## src/rtl/hash_bucket_update_pkg.sv

```systemverilog
// Shared slot layout, ingress entry format and FSM states for the hash bucket updater.
package hash_bucket_update_pkg;

    localparam int unsigned SLOT_W  = 256;
    localparam int unsigned KEY_W   = 200;
    localparam int unsigned IDX_W   = 32;
    localparam int unsigned CTR_W   = 2;
    localparam int unsigned ENTRY_W = KEY_W + IDX_W + CTR_W;

    localparam int unsigned OCC_BIT = 255;
    localparam int unsigned KEY_LSB = 0;
    localparam int unsigned CNT_LSB = 200;

    localparam logic [CTR_W-1:0] CTR_BUBBLE = 2'b00;

    typedef enum logic [2:0] {
        ST_IDLE,
        ST_RD,
        ST_WAIT,
        ST_EVAL,
        ST_WR,
        ST_RES
    } state_t;

    typedef struct packed {
        logic [KEY_W-1:0] key;
        logic [IDX_W-1:0] index;
        logic [CTR_W-1:0] ctr;
    } entry_t;

endpackage

```

## src/rtl/hash_bucket_update_fifo.sv

```systemverilog
// Synchronous first-word-fall-through skid FIFO; DEPTH must be a power of two.
module hash_upd_fifo #(
    parameter int unsigned WIDTH = 234,
    parameter int unsigned DEPTH = 4
) (
    input  logic                     clk,
    input  logic                     rst,
    input  logic                     i_push,
    input  logic [WIDTH-1:0]         i_din,
    input  logic                     i_pop,
    output logic [WIDTH-1:0]         o_dout,
    output logic [$clog2(DEPTH):0]   o_count,
    output logic                     o_empty,
    output logic                     o_full
);

    localparam int unsigned AW = $clog2(DEPTH);
    localparam logic [AW:0] FULL_CNT = (AW+1)'(DEPTH);

    logic [WIDTH-1:0] r_mem [DEPTH];
    logic [AW-1:0]    r_wr_ptr;
    logic [AW-1:0]    r_rd_ptr;
    logic [AW:0]      r_count;
    logic             w_push;
    logic             w_pop;

    assign w_pop  = i_pop && (r_count != '0);
    assign w_push = i_push && ((r_count != FULL_CNT) || w_pop);

    always_ff @(posedge clk) begin
        if (w_push) begin
            r_mem[r_wr_ptr] <= i_din;
        end
    end

    always_ff @(posedge clk) begin
        if (rst) begin
            r_wr_ptr <= '0;
            r_rd_ptr <= '0;
            r_count  <= '0;
        end else begin
            if (w_push) begin
                r_wr_ptr <= r_wr_ptr + 1'b1;
            end
            if (w_pop) begin
                r_rd_ptr <= r_rd_ptr + 1'b1;
            end
            case ({w_push, w_pop})
                2'b10:   r_count <= r_count + 1'b1;
                2'b01:   r_count <= r_count - 1'b1;
                default: r_count <= r_count;
            endcase
        end
    end

    assign o_dout  = r_mem[r_rd_ptr];
    assign o_count = r_count;
    assign o_empty = (r_count == '0);
    assign o_full  = (r_count == FULL_CNT);

endmodule

```

## src/rtl/hash_bucket_update.sv

```systemverilog
// Read-modify-write count update on an external open-addressed hash table with linear probing;
// one entry in flight, input order preserved, stall back to the hash stage from the skid FIFO.
module hash_bucket_update
    import hash_bucket_update_pkg::*;
#(
    parameter int unsigned FIFO_DEPTH = 4,
    parameter int unsigned MAX_PROBE  = 16,
    parameter int unsigned CNT_W      = 32
) (
    input  logic               clk,
    input  logic               rst,
    input  logic [KEY_W-1:0]   key_in,
    input  logic [IDX_W-1:0]   index_in,
    input  logic [CTR_W-1:0]   ctr_in,
    input  logic [IDX_W-1:0]   table_size,
    output logic               stall,
    output logic               mem_rd_req,
    output logic               mem_wr_req,
    output logic [IDX_W-1:0]   mem_addr,
    output logic [SLOT_W-1:0]  mem_wr_data,
    input  logic               mem_rd_ack,
    input  logic               mem_wr_ack,
    input  logic               mem_rsp_valid,
    input  logic [SLOT_W-1:0]  mem_rsp_data,
    output logic               res_valid,
    output logic [KEY_W-1:0]   res_key,
    output logic [IDX_W-1:0]   res_index,
    output logic [CNT_W-1:0]   res_count,
    output logic [CTR_W-1:0]   res_ctr,
    output logic               res_overflow
);

    localparam int unsigned CW = $clog2(FIFO_DEPTH) + 1;
    localparam int unsigned PW = $clog2(MAX_PROBE) + 1;
    localparam logic [CW-1:0] STALL_CNT  = CW'(FIFO_DEPTH - 1);
    localparam logic [PW-1:0] LAST_PROBE = PW'(MAX_PROBE - 1);

    state_t           r_state;
    state_t           w_next;
    entry_t           w_fifo_din;
    entry_t           w_fifo_dout;
    logic [CW-1:0]    w_fifo_count;
    logic             w_fifo_empty;
    logic             w_fifo_full;
    logic             w_push;
    logic             w_pop;

    logic [KEY_W-1:0] r_key;
    logic [IDX_W-1:0] r_idx;
    logic [IDX_W-1:0] r_home;
    logic [CTR_W-1:0] r_ctr;
    logic [PW-1:0]    r_probes;
    logic             r_occ;
    logic [KEY_W-1:0] r_slot_key;
    logic [CNT_W-1:0] r_slot_cnt;
    logic [SLOT_W-1:0] r_wr_data;
    logic [CNT_W-1:0] r_new_cnt;

    logic [KEY_W-1:0] r_res_key;
    logic [IDX_W-1:0] r_res_index;
    logic [CNT_W-1:0] r_res_count;
    logic [CTR_W-1:0] r_res_ctr;
    logic             r_res_ovf;

    logic             w_match;
    logic             w_take;
    logic [CNT_W-1:0] w_new_cnt;
    logic [IDX_W-1:0] w_idx_inc;
    logic [IDX_W-1:0] w_next_idx;
    logic [SLOT_W-1:0] w_wr_data;
    logic             w_unused;

    assign w_push     = (ctr_in != CTR_BUBBLE);
    assign w_fifo_din = '{key: key_in, index: index_in, ctr: ctr_in};

    hash_upd_fifo #(
        .WIDTH (ENTRY_W),
        .DEPTH (FIFO_DEPTH)
    ) u_fifo (
        .clk     (clk),
        .rst     (rst),
        .i_push  (w_push),
        .i_din   (w_fifo_din),
        .i_pop   (w_pop),
        .o_dout  (w_fifo_dout),
        .o_count (w_fifo_count),
        .o_empty (w_fifo_empty),
        .o_full  (w_fifo_full)
    );

    // Raised one entry early: the hash stage still delivers one entry the cycle stall rises.
    assign stall = (w_fifo_count >= STALL_CNT);

    assign w_match    = r_occ && (r_slot_key == r_key);
    assign w_take     = !r_occ || w_match;
    assign w_new_cnt  = !r_occ ? CNT_W'(1) :
                        (&r_slot_cnt) ? r_slot_cnt : r_slot_cnt + 1'b1;
    assign w_idx_inc  = r_idx + 32'd1;
    assign w_next_idx = (w_idx_inc == table_size) ? '0 : w_idx_inc;

    always_comb begin
        w_wr_data                      = '0;
        w_wr_data[OCC_BIT]             = 1'b1;
        w_wr_data[CNT_LSB +: CNT_W]    = w_new_cnt;
        w_wr_data[KEY_LSB +: KEY_W]    = r_key;
    end

    always_comb begin
        w_next = r_state;
        w_pop  = 1'b0;
        unique case (r_state)
            ST_IDLE: begin
                if (!w_fifo_empty) begin
                    w_pop  = 1'b1;
                    w_next = ST_RD;
                end
            end
            ST_RD:   if (mem_rd_ack) w_next = ST_WAIT;
            ST_WAIT: if (mem_rsp_valid) w_next = ST_EVAL;
            ST_EVAL: begin
                if (w_take)                       w_next = ST_WR;
                else if (r_probes == LAST_PROBE)  w_next = ST_RES;
                else                              w_next = ST_RD;
            end
            ST_WR:   if (mem_wr_ack) w_next = ST_RES;
            ST_RES:  w_next = ST_IDLE;
            default: w_next = ST_IDLE;
        endcase
    end

    always_ff @(posedge clk) begin
        if (rst) begin
            r_state     <= ST_IDLE;
            r_key       <= '0;
            r_idx       <= '0;
            r_home      <= '0;
            r_ctr       <= '0;
            r_probes    <= '0;
            r_occ       <= 1'b0;
            r_slot_key  <= '0;
            r_slot_cnt  <= '0;
            r_wr_data   <= '0;
            r_new_cnt   <= '0;
            r_res_key   <= '0;
            r_res_index <= '0;
            r_res_count <= '0;
            r_res_ctr   <= '0;
            r_res_ovf   <= 1'b0;
        end else begin
            r_state <= w_next;
            case (r_state)
                ST_IDLE: begin
                    if (w_pop) begin
                        r_key    <= w_fifo_dout.key;
                        r_idx    <= w_fifo_dout.index;
                        r_home   <= w_fifo_dout.index;
                        r_ctr    <= w_fifo_dout.ctr;
                        r_probes <= '0;
                    end
                end
                // Responses arriving in any other state are stale and dropped here.
                ST_WAIT: begin
                    if (mem_rsp_valid) begin
                        r_occ      <= mem_rsp_data[OCC_BIT];
                        r_slot_key <= mem_rsp_data[KEY_LSB +: KEY_W];
                        r_slot_cnt <= mem_rsp_data[CNT_LSB +: CNT_W];
                    end
                end
                ST_EVAL: begin
                    if (w_take) begin
                        r_wr_data <= w_wr_data;
                        r_new_cnt <= w_new_cnt;
                    end else if (r_probes != LAST_PROBE) begin
                        r_idx    <= w_next_idx;
                        r_probes <= r_probes + 1'b1;
                    end else begin
                        r_res_key   <= r_key;
                        r_res_index <= r_home;
                        r_res_count <= '0;
                        r_res_ctr   <= r_ctr;
                        r_res_ovf   <= 1'b1;
                    end
                end
                ST_WR: begin
                    if (mem_wr_ack) begin
                        r_res_key   <= r_key;
                        r_res_index <= r_idx;
                        r_res_count <= r_new_cnt;
                        r_res_ctr   <= r_ctr;
                        r_res_ovf   <= 1'b0;
                    end
                end
                default: ;
            endcase
        end
    end

    assign mem_rd_req   = (r_state == ST_RD);
    assign mem_wr_req   = (r_state == ST_WR);
    assign mem_addr     = r_idx;
    assign mem_wr_data  = r_wr_data;
    assign res_valid    = (r_state == ST_RES);
    assign res_key      = r_res_key;
    assign res_index    = r_res_index;
    assign res_count    = r_res_count;
    assign res_ctr      = r_res_ctr;
    assign res_overflow = r_res_ovf;

    assign w_unused = ^{mem_rsp_data[OCC_BIT-1:CNT_LSB+CNT_W], w_fifo_full};

endmodule
```

## config.mk

```make
export PLATFORM = sky130hd
export DESIGN_NAME = hash_bucket_update
export DESIGN_NICKNAME = d
export VERILOG_FILES = /design/src/rtl/hash_bucket_update_pkg.sv /design/src/rtl/hash_bucket_update_fifo.sv /design/src/rtl/hash_bucket_update.sv
export SDC_FILE = /design/constraint.sdc
export NUM_CORES = 2
export LEC_CHECK = 0
export CORE_AREA = 2 2 423 425
export CTS_BUF_LIST = sky130_fd_sc_hd__clkbuf_8
export CTS_CLUSTER_SIZE = 12
export DETAILED_ROUTE_END_ITERATION = 10
export DIE_AREA = 0 0 425 427
export DONT_BUFFER_PORTS = 1
export GPL_TIMING_DRIVEN = 0
export SETUP_SLACK_MARGIN = 0.02
export SLEW_MARGIN = 5
export SYNTH_ARGS = -nofsm -noshare
export SYNTH_HDL_FRONTEND = slang
export SYNTH_SLANG_ARGS = --single-unit
```

## constraint.sdc

```tcl
create_clock -name clk -period 8.1 [get_ports clk]
set_input_delay 1.215 -clock clk [delete_from_list [all_inputs] [get_ports clk]]
set_output_delay 1.215 -clock clk [all_outputs]
set_load 0.03 [all_outputs]
```

==> results.ini <==
[global_route]
grt_overflow = 0
grt_pass1_vias = 51200
antenna_found_initial = 86
grt_max_degree = 54
grt_usage_pct = 31.6
grt_pass1_wl_um = 399000

[timing]
tightest_slew_ns = 1.38
post-route-period-util_pct = 81.6
max_slew_margin_pct = 7.77
finalCriticalPeriod_ns = 6.61
hold_violations = 0
fmax_mhz = 151
fin_skew_ns = 0.0897
maxSlewViolCount = 0
finalSetupViolCount = 0
setup-tns-final_ns = 0
hold_slack_ns = 0.195
rsz0062_at_grt = no

[floorplanning]
start_util_pct = 42.1
die_w_um = 425
io_pins = 1086
die_area_sq_um = 181000
core.rowCount = 155
dieHeight_um = 427
core-area_sq_um = 177000

[layout]
final_common_cell = nand2_1
fin_cells = 9601
layout-drive-gt1-share_pct = 10.5
synthToLayoutAreaGrowth_pct = 13.6
layout_common_cells = nand2_1 (1861), dfxtp_1 (1016), a21oi_1 (993), edfxtp_1 (936)
finalNetCount = 7464
fin_util_pct = 47.8

[worst_setup_path]
path_delay_family = simple AND/OR/NAND/NOR gates
critPathKind = reg2reg
crit_arrival_ns = 7.59
cp-end-kind = flop
cp_max_fo = 10
worst-path-buf-inv = 2
cp_slowest_cell = nor4_1
start_kind = flop
crit_chain = xor2_1 > nor4_1 > nand4_1 > nor4_1 > nand4_1 > a21oi_2 > clkbuf_1 > clkbuf_1 > nand2_1 > a21oi_1
critPathRequiredTime_ns = 9.08
crit_path_max_incr_delay_ns = 1.03

[clock_tree]
cts-hold-fix-buffers = 0
cts_max_level = 5
clk_latency_ns = 1.11
cts_made_buffers = 338
cts_resized = 0
cts.clk_slew.worst_paths_ns = 0.07
cts.sink_count = 1952
cts_tree = done
cts_max_path_buffers = 4
cts_root_buffer = clkbuf_8
post_cts_buffers = 0

[flow_run]
cap_violations = 0

[hold_path]
hold_path_class = in2reg

[pwr]
netSwitchingFraction_pct = 37.2
clkPwrFrac_pct = 28.6
power_mw = 30.0
power_frac_comb_pct = 25.2
power_frac_seq_pct = 46.2
p_per_area_nw_per_um2 = 354
ir_worst_vdd_mv = 0.186
p_switching_mw = 11.2
leakage_nw = 28.5
p_int_mw = 18.8

[yosys]
synth_compound_area_share_pct = 8.54
synth_top_family_by_area = simple AND/OR/NAND/NOR gates
synthArstFlopShare_pct = 0
yosysWarnings = 0
syn_area_per_cell_sq_um = 11.4
synth_top_area_share_pct = 37.7
syn_inst = 6542
synth_fa_ha_area_share_pct = 0.161
seq_area_frac_synth_pct = 64.9
synthDistinctLibCells = 75
synth_mux_area_share_pct = 7.55
ys_ff_latch = 1952
synth_edf_count = 936
synth_xor_area_share_pct = 3.26
synth_ff_type = dfxtp_1
synth_area_leaders = edfxtp_1 (38%), dfxtp_1 (27%), nand2_1 (9.4%), mux4_2 (7.1%), a21oi_1 (6.7%)
yosys.area.top_type = edfxtp_1
netlist_area_sq_um = 74600
synth-simple-area-share_pct = 12.9

[detailed_routing]
vias = 54500
ant_nets = 0
drtPass1Iterations = 6
wl_um = 298000
route.detailed.drc = 0
avgViaCountPerCell = 5.67
first_iter_violations = 5328
post_drt_wl_per_cell_um = 31.0

[placed_design]
dp_hpwl_um = 229000
globalplace.congestion = 0.953
io_buffers = 0
dp_cells = 8942

[run_status]
status = complete, no violations

[synthesized netlist by cell type (all sizes together), types with 48 or more instances]
cell	number
dfxtp	1016
nand2	1861
o21ai	70
clkbuf	401
xor2	229
nor4	73
edfxtp	936
buf	71
nor2	130
nand4	48
a21oi	994
mux4	234
nand3	105
[worst paths after layout]
| kind | from | end | slack [ns] | cells past startpoint |
|---|---|---|---|---|
| max | r_key[10] | mem_wr_data[0] | 1.49 | 10 |
| min | key_in[117] | u_fifo.r_mem[2][151] | 0.20 | 0 |
| max reg2reg | r_key[10] | mem_wr_data[0] | 1.49 | 10 |
| min reg2reg | r_ctr[0] | res_ctr[0] | 0.45 | 2 |
[routing by layer]
metal  part of all wire, %  track usage [%]  routed length, um  vias up
li1                      -                -                  -    23900
met1                    35             35.6             105000    27200
met2                    50             53.8             149000     2713
met3                   9.0             9.41              26800      656
met4                   5.5             17.3              16500       26
met5                 0.053                0                158        -
[worst reg2reg max path: cells and delay by family, from the launching register on]
family | cells | cell delay [ns]
xor gates and xnor gates | 1 | 0.28
DFF | 1 | 0.69
AOI/OAI and AO/OA | 2 | 1.18
buffers and inverters | 2 | 1.71
and+or+nand+nor | 5 | 2.67
[per-stage QoR]
step	worst slack [ns]	cell area [sq um]
finish	1.49	84700
global placement	-4.56	77600
floorplan	0.433	74700
global route	1.52	84700
detailed placement	1.13	78200
CTS	1.11	84600
[registers in the layout, summed over array words and instances (netlist names), named ones only]
signal           count
mem_addr            32
mem_wr_data        202
r_ctr                2
r_home              32
r_key              200
r_new_cnt           31
r_occ                1
r_probes             5
r_slot_cnt          32
r_slot_key         200
r_state              3
res_count           32
res_ctr              2
res_index           32
res_key            200
res_overflow         1
u_fifo.o_count       3
u_fifo.r_mem       936
u_fifo.r_rd_ptr      2
u_fifo.r_wr_ptr      2
[logic make-up (layout without fill, tap and decap cells)]
group,after synthesis,after routing
AO/OA/AOI/OAI,1197,1197
flip-flops,1952,1952
buffers and inverters,498,1118
multiplexers,270,270
XOR/XNOR,276,276
other,1,85
AND/OR/NAND/NOR,2339,2339
adder cells (fa/ha/maj),9,9
[power groups by stage]
| stage | Combinational [mW] | Clock [mW] | Sequential (mW) |
|---|---|---|---|
| detailed placement | 7.53 | 0 | 14.0 |
| CTS | 7.55 | 8.68 | 13.8 |
| global route | 8.02 | 9.14 | 13.9 |
| global placement | 7.35 | 0 | 14.3 |
| finish | 7.55 | 8.58 | 13.8 |
| floorplan | 4.52 | 0 | 13.1 |
[final cells by class]
class / count / area, sq um
antenna: 62 / 155
buffer: 472 / 1880
clock buffer: 391 / 5380
clock inverter: 205 / 978
fill: 16400 / 92500
inverter: 26 / 97.6
multi-input combinational: 4114 / 24300
sequential: 1952 / 48400
tap: 2355 / 2950
timing repair buffer: 24 / 551
No activity file was read; power rests on OpenSTA's default activity.
